$ cat config.mk
export PLATFORM = sky130hd
export DESIGN_NAME = signed_seq_divider
export DESIGN_NICKNAME = d
export VERILOG_FILES = /design/src/rtl/arith_pkg.sv /design/src/rtl/restoring_div_step.sv /design/src/rtl/signed_seq_divider.sv
export SDC_FILE = /design/constraint.sdc
export NUM_CORES = 1
export LEC_CHECK = 0
export BUFFER_PORTS_ARGS = -buffer_cell sky130_fd_sc_hd__buf_2
export CELL_PAD_IN_SITES_DETAIL_PLACEMENT = 1
export CELL_PAD_IN_SITES_GLOBAL_PLACEMENT = 2
export CORE_ASPECT_RATIO = 0.7
export CORE_MARGIN = 1.5
export CORE_UTILIZATION = 36
export DETAILED_ROUTE_END_ITERATION = 12
export GPL_TIMING_DRIVEN = 0
export HOLD_SLACK_MARGIN = 0.15
export PLACE_DENSITY = 0.86
export SLEW_MARGIN = 20
export SYNTH_ARGS = -nofsm -noshare
export SYNTH_HDL_FRONTEND = slang
export SYNTH_SLANG_ARGS = --single-unit
$ cat constraint.sdc
create_clock -name clk -period 3.05 [get_ports clk]
set_clock_uncertainty 0.05 [all_clocks]
set_input_delay 0.305 -clock clk [delete_from_list [all_inputs] [get_ports clk]]
set_output_delay 0.305 -clock clk [all_outputs]
set_load 0.03 [all_outputs]
$ cat src/rtl/arith_pkg.sv
// Shared arithmetic datapath definitions: divider state encoding, default
// widths and two's-complement helpers used by the divider and multiplier sign logic.
package arith_pkg;

   typedef enum logic [1:0] {
      IDLE = 2'd0,
      CALC = 2'd1,
      FIX  = 2'd2,
      DONE = 2'd3
   } div_state_t;

   localparam int DIV_WIDTH_DEFAULT = 9;

   // Helpers work on a fixed wide vector; callers sign- or zero-extend their
   // operand into it and truncate the result back to their own width.
   localparam int DIV_MAX_WIDTH = 64;

   // Magnitude of a sign-extended two's-complement value. The most-negative
   // value of a narrower operand maps to 2^(W-1), which fits in W unsigned bits.
   function automatic logic [DIV_MAX_WIDTH-1:0] abs_mag(input logic signed [DIV_MAX_WIDTH-1:0] v);
      return v[DIV_MAX_WIDTH-1] ? -v : v;
   endfunction

   // Two's-complement negation; truncating the result gives the W-bit negation.
   function automatic logic [DIV_MAX_WIDTH-1:0] neg2c(input logic [DIV_MAX_WIDTH-1:0] v);
      return -v;
   endfunction

endpackage

$ cat src/rtl/restoring_div_step.sv
// One combinational restoring-division iteration: shift in the next dividend
// bit, trial-subtract the divisor magnitude, keep the difference if it is not negative.
module restoring_div_step #(
   parameter int WIDTH = 9
) (
   input  logic [WIDTH:0]   rem_in,
   input  logic             dividend_bit,
   input  logic [WIDTH-1:0] divisor_mag,
   output logic [WIDTH:0]   rem_out,
   output logic             q_bit
);

   logic [WIDTH+1:0] shifted;
   logic [WIDTH+1:0] divisor_ext;

   // Trial subtraction; an unsigned compare stands in for the sign of the difference.
   always_comb begin
      shifted     = {rem_in, dividend_bit};
      divisor_ext = (WIDTH+2)'(divisor_mag);
      q_bit       = (shifted >= divisor_ext);
      rem_out     = q_bit ? (WIDTH+1)'(shifted - divisor_ext) : (WIDTH+1)'(shifted);
   end

endmodule

$ cat src/rtl/signed_seq_divider.sv
// Sequential signed divider: operands are converted to magnitudes, divided by
// WIDTH restoring steps, then the quotient and remainder signs are restored.
module signed_seq_divider
   import arith_pkg::*;
#(
   parameter int WIDTH = DIV_WIDTH_DEFAULT
) (
   input  logic             clk,
   input  logic             rst_n,
   input  logic             in_valid,
   output logic             in_ready,
   input  logic [WIDTH-1:0] dividend,
   input  logic [WIDTH-1:0] divisor,
   output logic             out_valid,
   input  logic             out_ready,
   output logic [WIDTH-1:0] quotient,
   output logic [WIDTH-1:0] remainder,
   output logic             div_by_zero,
   output logic             overflow
);

   localparam int               CNT_W     = $clog2(WIDTH);
   localparam logic [CNT_W-1:0] LAST_STEP = CNT_W'(WIDTH - 1);
   localparam logic [WIDTH-1:0] MOST_NEG  = {1'b1, {(WIDTH-1){1'b0}}};

   div_state_t       state_q, state_d;
   logic [CNT_W-1:0] count_q, count_d;
   logic [WIDTH:0]   rem_q, rem_d;
   // Holds the dividend magnitude; its MSB feeds each step while quotient
   // bits shift in at the bottom, so it ends up holding the quotient magnitude.
   logic [WIDTH-1:0] dvd_q, dvd_d;
   logic [WIDTH-1:0] dsr_q, dsr_d;
   logic             sign_a_q, sign_a_d;
   logic             q_sign_q, q_sign_d;
   logic             ovf_case_q, ovf_case_d;
   logic [WIDTH-1:0] quotient_q, quotient_d;
   logic [WIDTH-1:0] remainder_q, remainder_d;
   logic             div_by_zero_q, div_by_zero_d;
   logic             overflow_q, overflow_d;

   logic [WIDTH:0]   step_rem;
   logic             step_bit;

   restoring_div_step #(
      .WIDTH(WIDTH)
   ) u_step (
      .rem_in      (rem_q),
      .dividend_bit(dvd_q[WIDTH-1]),
      .divisor_mag (dsr_q),
      .rem_out     (step_rem),
      .q_bit       (step_bit)
   );

   // Next-state and datapath updates for accept, iterate, sign fix-up and hand-off.
   always_comb begin
      state_d       = state_q;
      count_d       = count_q;
      rem_d         = rem_q;
      dvd_d         = dvd_q;
      dsr_d         = dsr_q;
      sign_a_d      = sign_a_q;
      q_sign_d      = q_sign_q;
      ovf_case_d    = ovf_case_q;
      quotient_d    = quotient_q;
      remainder_d   = remainder_q;
      div_by_zero_d = div_by_zero_q;
      overflow_d    = overflow_q;

      case (state_q)
         IDLE: begin
            if (in_valid) begin
               sign_a_d      = dividend[WIDTH-1];
               q_sign_d      = dividend[WIDTH-1] ^ divisor[WIDTH-1];
               dvd_d         = WIDTH'(abs_mag(DIV_MAX_WIDTH'(signed'(dividend))));
               dsr_d         = WIDTH'(abs_mag(DIV_MAX_WIDTH'(signed'(divisor))));
               ovf_case_d    = (dividend == MOST_NEG) && (divisor == '1);
               count_d       = '0;
               rem_d         = '0;
               div_by_zero_d = 1'b0;
               overflow_d    = 1'b0;
               if (divisor == '0) begin
                  quotient_d    = '1;
                  remainder_d   = dividend;
                  div_by_zero_d = 1'b1;
                  state_d       = DONE;
               end else begin
                  state_d = CALC;
               end
            end
         end
         CALC: begin
            rem_d   = step_rem;
            dvd_d   = {dvd_q[WIDTH-2:0], step_bit};
            count_d = count_q + 1'b1;
            if (count_q == LAST_STEP) begin
               state_d = FIX;
            end
         end
         FIX: begin
            quotient_d  = q_sign_q ? WIDTH'(neg2c(DIV_MAX_WIDTH'(dvd_q))) : dvd_q;
            remainder_d = sign_a_q ? WIDTH'(neg2c(DIV_MAX_WIDTH'(rem_q))) : WIDTH'(rem_q);
            overflow_d  = ovf_case_q;
            state_d     = DONE;
         end
         DONE: begin
            if (out_ready) begin
               state_d = IDLE;
            end
         end
         default: state_d = IDLE;
      endcase
   end

   // State and datapath registers; reset aborts any operation in flight.
   always_ff @(posedge clk or negedge rst_n) begin
      if (!rst_n) begin
         state_q       <= IDLE;
         count_q       <= '0;
         rem_q         <= '0;
         dvd_q         <= '0;
         dsr_q         <= '0;
         sign_a_q      <= 1'b0;
         q_sign_q      <= 1'b0;
         ovf_case_q    <= 1'b0;
         quotient_q    <= '0;
         remainder_q   <= '0;
         div_by_zero_q <= 1'b0;
         overflow_q    <= 1'b0;
      end else begin
         state_q       <= state_d;
         count_q       <= count_d;
         rem_q         <= rem_d;
         dvd_q         <= dvd_d;
         dsr_q         <= dsr_d;
         sign_a_q      <= sign_a_d;
         q_sign_q      <= q_sign_d;
         ovf_case_q    <= ovf_case_d;
         quotient_q    <= quotient_d;
         remainder_q   <= remainder_d;
         div_by_zero_q <= div_by_zero_d;
         overflow_q    <= overflow_d;
      end
   end

   assign in_ready    = (state_q == IDLE);
   assign out_valid   = (state_q == DONE);
   assign quotient    = quotient_q;
   assign remainder   = remainder_q;
   assign div_by_zero = div_by_zero_q;
   assign overflow    = overflow_q;

endmodule
==> impl_metrics.env, run 1 <==
export IMPL_status="completed"
export IMPL_synth_top_cell_by_area="dfrtp_1"
export IMPL_grt_pass1_vias=3218
export IMPL_dp_cells=580
export IMPL_hp_class="in2reg"
export IMPL_reg2reg_depth=8
export IMPL_die_width_um=123
export IMPL_ys_warn_count=0
export IMPL_dp_hpwl_mm=7.97
export IMPL_fmax_mhz=358
export IMPL_clk_pin_slew_ps=50
export IMPL_synth_area_leaders="dfrtp_1 (39%), ha_1 (6.9%), nand2_1 (5.2%), o21ai_0 (5.2%), xor2_1 (4.6%)"
export IMPL_crit_path_max_incr_delay_ps=490
export IMPL_grt_pass1_wl_mm=17.0
export IMPL_relSlewSlack_pct=49.0
export IMPL_critPathArrivalTime_ps=2930
export IMPL_rows=30
export IMPL_cts_buffer_depth=2
export IMPL_critPathRequiredTime_ps=3190
export IMPL_firstDrtPassIters=4
export IMPL_setup_viol=0
export IMPL_cp_top_family="simple AND/OR/NAND/NOR gates"
export IMPL_cts_made_buffers=9
export IMPL_drc=0
export IMPL_fin_tns_setup_ps=0
export IMPL_port_buffers=43
export IMPL_crit_fanout=10
export IMPL_min_to="ovf_case_q"
export IMPL_fin_crit_sh_pct=91.5
export IMPL_multi_input_area_um2=2040
export IMPL_core_area_um2=9760
export IMPL_ff2ff_setup_slack_ps=260
export IMPL_final_antenna_net_count=0
export IMPL_layout_nets=506
export IMPL_drt_total_wl_mm=10.5
export IMPL_critPathKind="reg2reg"
export IMPL_die_h_um=87.2
export IMPL_ys_ff_latch=57
export IMPL_antenna_found_initial=0
export IMPL_place_area_um2=4030
export IMPL_crit_buf_inv=1
export IMPL_start_util_pct=37.4
export IMPL_ff_latch_area_um2=1430
export IMPL_synth_edff_count=0
export IMPL_fin_crit_ps=2790
export IMPL_rr_startpoint="rem_q[3]"
export IMPL_crit_chain="ha_1, a21o_1, or3_1, o2111ai_1, and4b_1, buf_4, mux2i_1, o21ai_0"
export IMPL_diodes=0
export IMPL_final_core_util_pct=44.0
export IMPL_clk_latency_ps=330
export IMPL_post_synth_instance_area_um2=3650
export IMPL_finalHoldViolCount=0
export IMPL_vias_per_cell=5.33
export IMPL_power_mw=5.04
export IMPL_worst_slew_pin_slew_ps=765
export IMPL_cp_start_kind="flop"
export IMPL_critPathCaptureType="flop"
export IMPL_io_pins=44
export IMPL_hp_start="divisor[2]"
export IMPL_netlist_instances=409
export IMPL_drive_gt1_share_pct=14.6
export IMPL_wire_per_inst_um=17.6
export IMPL_dieArea_um2=10800
export IMPL_place_gp_congestion=0.801
export IMPL_ir_worst_vdd_uv=423
export IMPL_synthArstFlopShare_pct=100
export IMPL_cts_tree="yes"
export IMPL_fin_area_um2=4300
export IMPL_drtIter0Drc=137
export IMPL_vias=3174
export IMPL_worstSetupPathDepth=8
export IMPL_ys_flop_type="dfrtp_1"
export IMPL_cpMaxStageDelayCell="dfrtp_1"
export IMPL_area_growth_pct=17.7
export IMPL_final_cell_count_no_fill=595
export IMPL_cts_root_buf="clkbuf_16"
export IMPL_maxCapViolCount=0
export IMPL_grt_max_degree=58
export IMPL_n_fill_cell=1186
export IMPL_rsz0062_at_grt="false"
export IMPL_ys_seq_area_share_pct=39.1
export IMPL_r2r_end="rem_q[5]"
export IMPL_synth_distinct_cells=51
export IMPL_hold_depth=3
export IMPL_synth_top_area_share_pct=39.1
export IMPL_numClockSinks=57
export IMPL_cts_htree_levels=3
export IMPL_grt_remaining_overflow=0
export IMPL_p_leak_nw=1.94
export IMPL_syn_nets=452
export IMPL_syn_area_per_cell_um2=8.92
export IMPL_powerDensity_nw_per_um2=1170
export IMPL_gr_usage_all_layers_pct=20.8
export IMPL_slew_viol_final=0
==> sequential cells by signal, summed over array words and instances, names as in the netlist <==
signal	flops
dsr_q	9
q_sign_q	1
ovf_case_q	1
quotient	9
state_q	2
rem_q	10
dvd_q	9
div_by_zero	1
overflow	1
sign_a_q	1
count_q	4
remainder	9
==> area by class of cell <==
| cell class | instances | share of cell area, % |
|---|---|---|
| clock inverters | 4 | 0.466 |
| flip-flops and latches | 57 | 33.2 |
| repair buffers | 44 | 5.30 |
| multi-input cells | 307 | 47.4 |
| inverters | 25 | 2.18 |
| clock buffers | 11 | 5.65 |
| well taps | 128 | 3.73 |
| plain buffers | 19 | 2.04 |
==> worst register-to-register path: cells and delay by family, from the launching register on <==
family / cells / cell delay (ps)
simple gates: 2 / 710
compound gates: 3 / 530
flops: 1 / 490
fa+ha+maj: 1 / 410
buf+inv: 1 / 250
mux: 1 / 220
==> synthesized netlist by cell type, drive strengths merged, types with 4 or more instances <==
| cell | n |
|---|---|
| clkbuf | 16 |
| or4 | 6 |
| nand2b | 4 |
| nor2 | 33 |
| nand2 | 51 |
| a21oi | 16 |
| or3 | 7 |
| nand4 | 7 |
| a31oi | 9 |
| a211oi | 4 |
| buf | 4 |
| nor2b | 7 |
| o31ai | 10 |
| xor2 | 19 |
| o21ai | 46 |
| mux2i | 15 |
| inv | 24 |
| o21a | 4 |
| ha | 20 |
| xnor2 | 12 |
| dfrtp | 57 |
==> repair_timing <==
action | in CTS | in global routing
hold buffers | 1 | 0
gates resized for setup | 0 | 0
endpoints found under the hold margin | 57 | 0
setup endpoints to repair | 0 | 3
buffers inserted | 0 | 0
==> power breakdown <==
part,internal (mW),leakage (nW),switching [mW]
clock network,0.560,0.135,0.341
logic,1.06,1.11,1.72
registers,1.07,0.694,0.288
total,2.68,1.94,2.35
==> cell usage in the layout, fill, tap and decap left out, types with 6 or more instances in the layout <==
cell type,netlist,routed
a31oi_1,9,9
nand4_1,7,7
xnor2_1,12,12
o21ai_0,38,38
clkbuf_16,0,9
buf_2,1,43
o31ai_1,10,10
or4_1,6,6
a21oi_1,16,16
or3_1,6,6
nor2_1,33,33
nor2b_1,7,7
clkbuf_1,16,16
inv_1,24,24
ha_1,20,20
nand2_1,51,51
mux2i_1,15,15
o21ai_1,6,6
xor2_1,19,19
dfrtp_1,57,57
==> kinds of logic after synthesis <==
logic type	count (synthesis)	synth area share (%)
AO/OA/AOI/OAI	112	20.1
XOR/XNOR	31	7.44
adder cells (fa/ha/maj)	21	7.41
buffers and inverters	45	5.08
flip-flops	57	39.1
multiplexers	16	4.42
AND/OR/NAND/NOR	127	16.4
==> through the flow <==
stage	worst slack, ps	hold WS [ps]
after floorplan	579	-40.6
after global placement	191	410
after detailed placement	154	386
after CTS	149	235
after global routing	95.1	241
final	260	243
==> worst max path at each step <==
stage	startpoint	end
floorplan	rem_q[3]	rem_q[4]
global placement	rem_q[3]	rem_q[3]
detailed placement	rem_q[3]	rem_q[5]
CTS	rem_q[3]	rem_q[5]
global route	rem_q[3]	rem_q[2]
finish	rem_q[3]	rem_q[5]
==> per-layer routing <==
| metal | routed length (µm) | vias up | global-route usage (%) |
|---|---|---|---|
| met3 | 443 | 9 | 4.38 |
| met1 | 5480 | 1550 | 31.1 |
| met4 | 100 | 0 | 5.75 |
| li1 | - | 1551 | - |
| met5 | 0 | - | 0 |
| met2 | 4430 | 64 | 30.3 |
Power figures use the tool's default switching activity.
==> inputs of run 2 (changes only) <==
--- a/config.mk
+++ b/config.mk
@@ -12,7 +12,6 @@
 export CORE_MARGIN = 1.5
 export CORE_UTILIZATION = 36
 export DETAILED_ROUTE_END_ITERATION = 12
-export GPL_TIMING_DRIVEN = 0
 export HOLD_SLACK_MARGIN = 0.15
 export PLACE_DENSITY = 0.86
 export SLEW_MARGIN = 20
==> run 2 against run 1 <==
Via count is 2.8% lower. Flip-flop and latch count stayed put. Total power is 1.2% lower. Hold slack worse by 15 ps. Fmax is 5.2% higher. Largest power group unchanged.
==> impl_metrics.env, run 2 (synthesis gave the netlist of run 1 again) <==
export IMPL_status="completed"
export IMPL_setup_viol=0
export IMPL_rows=30
export IMPL_grt_pass1_wl_mm=16.0
export IMPL_final_core_util_pct=43.9
export IMPL_drive_gt1_share_pct=16.0
export IMPL_p_leak_nw=1.95
export IMPL_dp_cells=568
export IMPL_n_fill_cell=1180
export IMPL_worst_slew_pin_slew_ps=764
export IMPL_ir_worst_vdd_uv=502
export IMPL_finalHoldViolCount=0
export IMPL_dp_hpwl_mm=7.32
export IMPL_ff2ff_setup_slack_ps=400
export IMPL_min_to="dsr_q[0]"
export IMPL_wire_per_inst_um=16.2
export IMPL_start_util_pct=37.4
export IMPL_cpMaxStageDelayCell="dfrtp_1"
export IMPL_most_common_layout_cells="dfrtp_1 (57), nand2_1 (51), buf_2 (43)"
export IMPL_hp_class="in2reg"
export IMPL_crit_fanout=14
export IMPL_fmax_mhz=377
export IMPL_place_worst_setup_slack_ps=451
export IMPL_vias=3084
export IMPL_power_mw=4.97
export IMPL_rr_startpoint="rem_q[3]"
export IMPL_critPathCaptureType="flop"
export IMPL_crit_buf_inv=1
export IMPL_reg2reg_depth=8
export IMPL_layout_nets=495
export IMPL_maxCapViolCount=0
export IMPL_drc=0
export IMPL_finalWorstSetupSlack_ps=399
export IMPL_grt_max_degree=31
export IMPL_final_cell_count_no_fill=585
export IMPL_critPathRequiredTime_ps=3200
export IMPL_vias_per_cell=5.27
export IMPL_core_area_um2=9760
export IMPL_drtIter0Drc=117
export IMPL_hold_depth=3
export IMPL_cts_made_buffers=9
export IMPL_largest_reg_flops=10
export IMPL_cts_setup_buffers=0
export IMPL_fin_crit_ps=2650
export IMPL_relSlewSlack_pct=49.0
export IMPL_cts_tree="yes"
export IMPL_grt_pass1_vias=3184
export IMPL_place_gp_congestion=0.800
export IMPL_mostFrequentLayoutCell="dfrtp_1"
export IMPL_firstDrtPassIters=4
export IMPL_die_h_um=87.2
export IMPL_final_antenna_net_count=0
export IMPL_diodes=0
export IMPL_crit_path_max_incr_delay_ps=470
export IMPL_gr_usage_all_layers_pct=19.5
export IMPL_area_growth_pct=17.6
export IMPL_largest_register="rem_q"
export IMPL_critPathKind="reg2reg"
export IMPL_cp_start_kind="flop"
export IMPL_cts_buffer_depth=2
export IMPL_crit_chain="ha_1, a21o_1, or3_1, o2111ai_1, and4b_1, buf_4, mux2i_1, o21ai_0"
export IMPL_slew_viol_final=0
export IMPL_critPathArrivalTime_ps=2800
export IMPL_clk_latency_ps=330
export IMPL_cp_top_family="compound AO/OA/AOI/OAI gates"
export IMPL_grt_remaining_overflow=0
export IMPL_powerDensity_nw_per_um2=1160
export IMPL_io_pins=44
export IMPL_dieArea_um2=10800
export IMPL_numClockSinks=57
export IMPL_port_buffers=43
export IMPL_rsz0062_at_grt="false"
export IMPL_drt_total_wl_mm=9.48
export IMPL_fin_tns_setup_ps=0
export IMPL_fin_crit_sh_pct=86.9
export IMPL_hp_start="divisor[0]"
export IMPL_cts_htree_levels=3
export IMPL_r2r_end="rem_q[5]"
export IMPL_die_width_um=123
export IMPL_cts_root_buf="clkbuf_16"
export IMPL_clk_pin_slew_ps=50
export IMPL_antenna_found_initial=0
run 2: cell types whose count changed in the layout (fill, tap and decap cells not counted), sizes merged:
cell	previous run	this run
clkbuf	26	13
clkinv	5	4
buf	47	51
run 2: routing by layer:
| layer | GRT usage [%] | up-vias | part of all wire [%] | wire [µm] |
|---|---|---|---|---|
| li1 | - | 1537 | - | - |
| met2 | 29.1 | 54 | 42 | 3990 |
| met3 | 4.38 | 11 | 3.7 | 347 |
| met5 | 0 | - | 0 | 0 |
| met1 | 28.5 | 1482 | 53 | 5010 |
| met4 | 5.22 | 0 | 1.3 | 121 |
run 2: worst register-to-register path, stage by stage, from the launching register on:
cell	delay (ps)
dfrtp_1	470
ha_1	400
a21o_1	220
or3_1	330
o2111ai_1	230
and4b_1	220
buf_4	200
mux2i_1	280
o21ai_0	110
run 2: final cells by class:
cell class                      instances  area, µm²  area share [%]
Tap cell                              128        160            3.73
Inverter                               25       93.8            2.19
Clock inverter                          3       15.0           0.350
Sequential cell                        57       1430            33.3
Timing Repair Buffer                   52        285            6.65
Clock buffer                           13        260            6.07
Multi-Input combinational cell        307       2050            47.8
run 2: worst max path at each step:
stage | slack, ps | endpoint | startpoint | depth (start not counted)
6_report | 400 | rem_q[5] | rem_q[3] | 8
5_1_grt | 290 | rem_q[5] | rem_q[3] | 8
4_1_cts | 440 | rem_q[5] | rem_q[3] | 8
3_5_place_dp | 450 | rem_q[5] | rem_q[3] | 8
3_3_place_gp | 520 | rem_q[4] | rem_q[3] | 8
2_1_floorplan | 580 | rem_q[4] | rem_q[3] | 9
run 2: power breakdown:
group          total, mW  switching, mW  internal (mW)
clock              0.920          0.331          0.588
combinational       2.67           1.62           1.05
sequential          1.38          0.317           1.07
run 2: metrics by stage:
stage | instance area, µm² | hold slack, ps
3_3_place_gp | 4000 | 144
2_1_floorplan | 3650 | -40.6
3_5_place_dp | 4000 | 143
4_1_cts | 4290 | 223
5_1_grt | 4290 | 269
6_report | 4290 | 228
run 2: timing repair:
item	in CTS	in global routing
hold endpoints to repair	17	0
hold buffers	1	0
resized for setup	0	0
